--- src/rtl/router_pkg.sv ---
// Shared definitions for the flash router datapath: window geometry defaults,
// the window array type and the thermometer-mask helper.
package router_pkg;

  localparam int unsigned DEF_DATA_WIDTH  = 8;
  localparam int unsigned DEF_DATA_LENGTH = 9;
  localparam int unsigned DEF_CNT_WIDTH   = $clog2(DEF_DATA_LENGTH + 1);
  localparam int unsigned THERMO_WIDTH    = 64;

  typedef logic [0:DEF_DATA_LENGTH-1][DEF_DATA_WIDTH-1:0] window_t;

  // Returns (1 << count) - 1; callers slice off the lanes they use.
  function automatic logic [THERMO_WIDTH-1:0] thermometer(input int unsigned count);
    logic [THERMO_WIDTH-1:0] mask;
    for (int unsigned i = 0; i < THERMO_WIDTH; i++) begin
      mask[i] = (i < count);
    end
    return mask;
  endfunction

endpackage

--- src/rtl/zero_compactor.sv ---
// Combinational compaction: moves the flagged words of a window to the low
// slots in index order and zero-fills the rest.
module zero_compactor #(
  parameter int unsigned DATA_WIDTH  = 8,
  parameter int unsigned DATA_LENGTH = 9,
  parameter int unsigned CNT_WIDTH   = $clog2(DATA_LENGTH + 1)
) (
  input  logic [0:DATA_LENGTH-1][DATA_WIDTH-1:0] window_i,
  input  logic [DATA_LENGTH-1:0]                 nz_mask_i,
  output logic [0:DATA_LENGTH-1][DATA_WIDTH-1:0] packed_o,
  output logic [CNT_WIDTH-1:0]                   count_o
);

  // Running prefix sum of the mask gives each kept word its output slot.
  always_comb begin
    logic [CNT_WIDTH-1:0] pos;
    packed_o = '0;
    pos      = '0;
    for (int unsigned i = 0; i < DATA_LENGTH; i++) begin
      if (nz_mask_i[i]) begin
        packed_o[pos] = window_i[i];
        pos           = pos + CNT_WIDTH'(1);
      end
    end
    count_o = pos;
  end

endmodule

--- src/rtl/zero_skip_packer.sv ---
// Two-stage packer in front of the router FIFO: drops zero activations and
// presents the survivors contiguously from slot 0 with a thermometer mask.
module zero_skip_packer
  import router_pkg::*;
#(
  parameter int unsigned DATA_WIDTH  = DEF_DATA_WIDTH,
  parameter int unsigned DATA_LENGTH = DEF_DATA_LENGTH,
  parameter int unsigned CNT_WIDTH   = $clog2(DATA_LENGTH + 1),
  parameter int unsigned STAT_WIDTH  = 32
) (
  input  logic                                   i_clk,
  input  logic                                   i_nrst,
  input  logic                                   i_clear,
  input  logic                                   i_valid,
  output logic                                   o_ready,
  input  logic [0:DATA_LENGTH-1][DATA_WIDTH-1:0] i_data,
  input  logic                                   i_fifo_full,
  output logic                                   o_write_en,
  output logic [0:DATA_LENGTH-1][DATA_WIDTH-1:0] o_data,
  output logic [DATA_LENGTH-1:0]                 o_valid,
  output logic [CNT_WIDTH-1:0]                   o_count,
  output logic [STAT_WIDTH-1:0]                  o_win_total,
  output logic [STAT_WIDTH-1:0]                  o_nz_total,
  output logic                                   o_busy
);

  typedef logic [0:DATA_LENGTH-1][DATA_WIDTH-1:0] win_t;

  logic                  s1_valid_q, s1_valid_d;
  win_t                  s1_data_q, s1_data_d;
  logic [DATA_LENGTH-1:0] s1_nz_q, s1_nz_d;

  logic                  s2_valid_q, s2_valid_d;
  win_t                  s2_data_q, s2_data_d;
  logic [DATA_LENGTH-1:0] s2_mask_q, s2_mask_d;
  logic [CNT_WIDTH-1:0]  s2_count_q, s2_count_d;

  logic [STAT_WIDTH-1:0] win_total_q, win_total_d;
  logic [STAT_WIDTH-1:0] nz_total_q, nz_total_d;

  logic                  s2_free, accept, s1_adv, s2_consume, write_en;
  win_t                  pack_data;
  logic [CNT_WIDTH-1:0]  pack_count;
  logic [THERMO_WIDTH-1:0] thermo_full;
  logic [DATA_LENGTH-1:0]  pack_mask;
  logic                  unused_thermo;

  zero_compactor #(
    .DATA_WIDTH  (DATA_WIDTH),
    .DATA_LENGTH (DATA_LENGTH),
    .CNT_WIDTH   (CNT_WIDTH)
  ) u_compactor (
    .window_i  (s1_data_q),
    .nz_mask_i (s1_nz_q),
    .packed_o  (pack_data),
    .count_o   (pack_count)
  );

  always_comb begin
    thermo_full   = thermometer(32'(pack_count));
    pack_mask     = thermo_full[DATA_LENGTH-1:0];
    unused_thermo = ^thermo_full[THERMO_WIDTH-1:DATA_LENGTH];
  end

  // Handshake and advance conditions; clear overrides every transfer.
  always_comb begin
    s2_free    = ~s2_valid_q | ~i_fifo_full;
    o_ready    = ~s1_valid_q | s2_free;
    accept     = i_valid & o_ready & ~i_clear;
    s1_adv     = s1_valid_q & s2_free & ~i_clear;
    s2_consume = s2_valid_q & ~i_fifo_full & ~i_clear;
    write_en   = s2_consume & (s2_count_q != '0);
  end

  always_comb begin
    s1_valid_d  = s1_valid_q;
    s1_data_d   = s1_data_q;
    s1_nz_d     = s1_nz_q;
    s2_valid_d  = s2_valid_q;
    s2_data_d   = s2_data_q;
    s2_mask_d   = s2_mask_q;
    s2_count_d  = s2_count_q;
    win_total_d = win_total_q;
    nz_total_d  = nz_total_q;

    if (i_clear) begin
      s1_valid_d  = 1'b0;
      s1_data_d   = '0;
      s1_nz_d     = '0;
      s2_valid_d  = 1'b0;
      s2_data_d   = '0;
      s2_mask_d   = '0;
      s2_count_d  = '0;
      win_total_d = '0;
      nz_total_d  = '0;
    end else begin
      if (accept) begin
        s1_valid_d = 1'b1;
        s1_data_d  = i_data;
        for (int unsigned i = 0; i < DATA_LENGTH; i++) begin
          s1_nz_d[i] = (i_data[i] != '0);
        end
        win_total_d = win_total_q + STAT_WIDTH'(1);
      end else if (s1_adv) begin
        s1_valid_d = 1'b0;
      end

      // Refill takes precedence over drain so a same-cycle hand-off is seamless.
      if (s1_adv) begin
        s2_valid_d = 1'b1;
        s2_data_d  = pack_data;
        s2_mask_d  = pack_mask;
        s2_count_d = pack_count;
      end else if (s2_consume) begin
        s2_valid_d = 1'b0;
      end

      if (write_en) begin
        nz_total_d = nz_total_q + STAT_WIDTH'(s2_count_q);
      end
    end
  end

  always_ff @(posedge i_clk or negedge i_nrst) begin
    if (!i_nrst) begin
      s1_valid_q  <= 1'b0;
      s1_data_q   <= '0;
      s1_nz_q     <= '0;
      s2_valid_q  <= 1'b0;
      s2_data_q   <= '0;
      s2_mask_q   <= '0;
      s2_count_q  <= '0;
      win_total_q <= '0;
      nz_total_q  <= '0;
    end else begin
      s1_valid_q  <= s1_valid_d;
      s1_data_q   <= s1_data_d;
      s1_nz_q     <= s1_nz_d;
      s2_valid_q  <= s2_valid_d;
      s2_data_q   <= s2_data_d;
      s2_mask_q   <= s2_mask_d;
      s2_count_q  <= s2_count_d;
      win_total_q <= win_total_d;
      nz_total_q  <= nz_total_d;
    end
  end

  always_comb begin
    o_write_en  = write_en;
    o_data      = s2_data_q;
    o_valid     = s2_mask_q;
    o_count     = s2_count_q;
    o_win_total = win_total_q;
    o_nz_total  = nz_total_q;
    o_busy      = s1_valid_q | s2_valid_q;
  end

endmodule

--- config.mk ---
export PLATFORM = sky130hd
export DESIGN_NAME = zero_skip_packer
export DESIGN_NICKNAME = d
export VERILOG_FILES = /design/src/rtl/router_pkg.sv /design/src/rtl/zero_compactor.sv /design/src/rtl/zero_skip_packer.sv
export SDC_FILE = /design/constraint.sdc
export NUM_CORES = 1
export LEC_CHECK = 0
export ABC_AREA = 1
export BUFFER_PORTS_ARGS = -buffer_cell sky130_fd_sc_hd__clkbuf_2
export CAP_MARGIN = 0
export CORE_ASPECT_RATIO = 1.5
export CORE_MARGIN = 2
export CORE_UTILIZATION = 55
export CTS_CLUSTER_DIAMETER = 100
export DETAILED_ROUTE_END_ITERATION = 10
export GPL_TIMING_DRIVEN = 0
export PLACE_DENSITY = 0.77
export SLEW_MARGIN = 30
export SYNTH_ARGS = -nofsm -noshare
export SYNTH_HDL_FRONTEND = slang
export SYNTH_SLANG_ARGS = --single-unit
--- constraint.sdc ---
create_clock -name i_clk -period 9.5 [get_ports i_clk]
set_clock_uncertainty 0.2 [all_clocks]
set_input_delay 2.85 -clock i_clk [delete_from_list [all_inputs] [get_ports i_clk]]
set_output_delay 2.85 -clock i_clk [all_outputs]
set_load 0.005 [all_outputs]
==> summary.txt <==
H-tree lvl count = 1
Post-Syn Nets = 2623
drt pass-1 iters = 6
total core area = 29380 um^2
Worst Path Arrival = 4690 ps
Crit Path Class = primary input to primary output
post-layout util = 64.36%
global-route wire length before repair = 94790 um
pwr/cell area = 155.5 nW/um^2
Main synth FF type = dfrtp_1
ANT nets after route = 0
headroom to the max-slew limit = 38.07%
cell taking the most area after synthesis = dfrtp_1
clock transition at the registers of the reported paths = 60 ps
Clock Sinks = 231
P_leak = 10.04 nW
Max Cap Viol = 0
# rows = 77
final instance area = 18910 um^2
Post-synth EDFFs = 0
run status = finished, final reports clean
worst setup margin = 1761 ps
Fin. Hold Viols = 0
clock buffer depth = 3
YS warnings = 0
total global-route track usage = 39.06%
Clock Latency Late Sink = 570 ps
fill count = 2728
hold slack = 278.5 ps
post-synthesis sequential area ratio = 35.30%
Post-CTS Hold Fix Bufs = 0
Slew @ Worst Pin = 929.0 ps
Netlist cell types = 48
RSZ-0062 raised after global routing = false
global placer's final weighted congestion = 1.092
Tcrit/Tclk final = 81.46%
fin crit period = 7739 ps
Final #Nets = 2878
largest net degree at the start of global routing = 87
CTS tree = yes
Setup Fix Bufs, Post-CTS = 0
top-count cell post-synth = nand2_1
Hold Crit Class = flop to flop
CP Capture Type = primary output
ant diodes = 0
synth cell count leaders = nand2_1 (900), nand3_1 (378), dfrtp_1 (231)
setup TNS = 0 ps
Remaining Overflow, GRT = 0
I/O pin cnt = 229
Buffers on Ports = 227
via count = 18682
Layout area overhead = 15.51%
pre-CTS setup slack = 1836 ps
Final HPWL DP = 48580 um
DR WL/cell = 19.22 um
startpoint types = primary input
Async SR Flop Fraction = 100.0%
Post-Synthesis Mean Instance Area = 6.495 um^2
Synth top area share = 35.30%
clock root buffer = clkbuf_16
die width = 144.9 um
Seq cells post-synth = 231
initial antenna violation count = 0
1st-iter DRT viols = 1619
# DRC = 0
via density per instance = 5.860
die area = 31190 um^2
post-synthesis cell count = 2521
initial core utilization = 55.72%
fmax = 129.2 MHz
Gates resized, CTS repair = 0
synthesized area = 16370 um^2
die height = 215.3 um
largest cells by area after synthesis = dfrtp_1 (35%), nand2_1 (21%), nand3_1 (12%)
fin. max-slew vios = 0
layout cells sized above 1 = 12.93%
crit path max fanout = 10
placed cell area = 18070 um^2
vias in the first global route = 17932
final setup fails = 0
Inserted Clock Buffers = 24
wirelength, routed = 61280 um
Worst VDD drop = 0.0001430 V
required time of the critical path = 6450 ps
-- logic make-up (layout without fill, tap and decap cells) --
logic type / count (synthesis) / after routing / share of synthesized area [%]
mux: 3 / 3 / 0.1834
xor+xnor: 3 / 3 / 0.1605
simple gates: 1569 / 1569 / 42.50
compound gates: 320 / 320 / 10.87
fa+ha+maj: 25 / 25 / 2.002
flops: 231 / 231 / 35.30
buf+inv: 370 / 642 / 8.979
-- final timing paths --
check | to | slack (ps) | start | cells after the start
max | o_write_en | 1760 | i_clear | 6
min | o_data[34] | 280 | o_data[34] | 2
max reg2reg | o_valid[5] | 3350 | s1_nz_q[0] | 26
min reg2reg | o_data[34] | 280 | o_data[34] | 2
max in group asynchronous | o_data[20] | 6130 | i_nrst | 2
min in group asynchronous | o_nz_total[1] | 2110 | i_nrst | 1
-- per-stage QoR --
stage	cells	power, mW
floorplan	2521	1.634
global placement	3143	1.908
detailed placement	3145	1.926
CTS	3188	2.919
global route	3188	3.080
finish	3188	2.940
-- where the power goes --
| part | internal, mW | switching, mW | total [mW] |
|---|---|---|---|
| Sequential | 1.03 | 0.0482 | 1.08 |
| Clock | 0.574 | 0.428 | 1.00 |
| Combinational | 0.241 | 0.614 | 0.855 |
| Total | 1.85 | 1.09 | 2.94 |
-- area by class of cell --
type                    count  area [um^2]  area share [%]
plain buffers             109        490.5           2.593
well taps                 395        494.2           2.613
inverters                 261        979.7           5.180
clock inverters             6        92.59          0.4896
repair buffers            229         1200           6.345
multi-input cells        1920         9125           48.25
flip-flops and latches    231         5781           30.57
clock buffers              37        749.5           3.963
-- registers in the layout, summed over array words and instances, names as in the netlist --
signal,cells
o_data,72
s1_data_q,72
o_nz_total,32
o_win_total,32
o_valid,9
s1_nz_q,9
o_count,3
s1_valid_q,1
s2_valid_q,1
-- worst max-delay path, cell delays in order --
cell      delay [ps]
clkbuf_1         250
nor3_1           410
nand2_1          280
clkinv_1         250
clkbuf_1         430
clkbuf_2         200
-- cells in the final DEF, fill, tap and decap left out, types with 3 or more instances in the layout --
cell type,Yosys,routed
buf_6,3,3
dfrtp_1,231,231
clkbuf_16,0,24
buf_4,8,8
nor2_4,3,3
or2_2,3,3
o211ai_1,8,8
clkbuf_1,75,78
clkbuf_2,0,226
a21oi_1,45,45
clkbuf_8,0,11
inv_1,218,218
nor3b_1,6,6
nand2_2,20,20
nand2_1,900,900
buf_2,23,23
o21a_1,3,3
clkinv_1,34,34
nand3_2,5,5
nand2_4,4,4
nor4_1,11,11
nand3_1,378,378
nor3_1,29,29
inv_2,9,9
mux2i_1,3,3
a211oi_1,3,3
ha_1,23,23
o22ai_1,81,81
nand4_1,117,117
nor2_2,9,10
nor2_1,77,76
o21ai_0,166,166
-- metal layers --
metal | GRT usage (%) | routed length (um)
met5 | 0 | 0
met4 | 31.94 | 5853
met1 | 44.58 | 22600
met3 | 4.612 | 3854
met2 | 64.54 | 28970
Note: power is estimated with default switching activity, not from simulation.
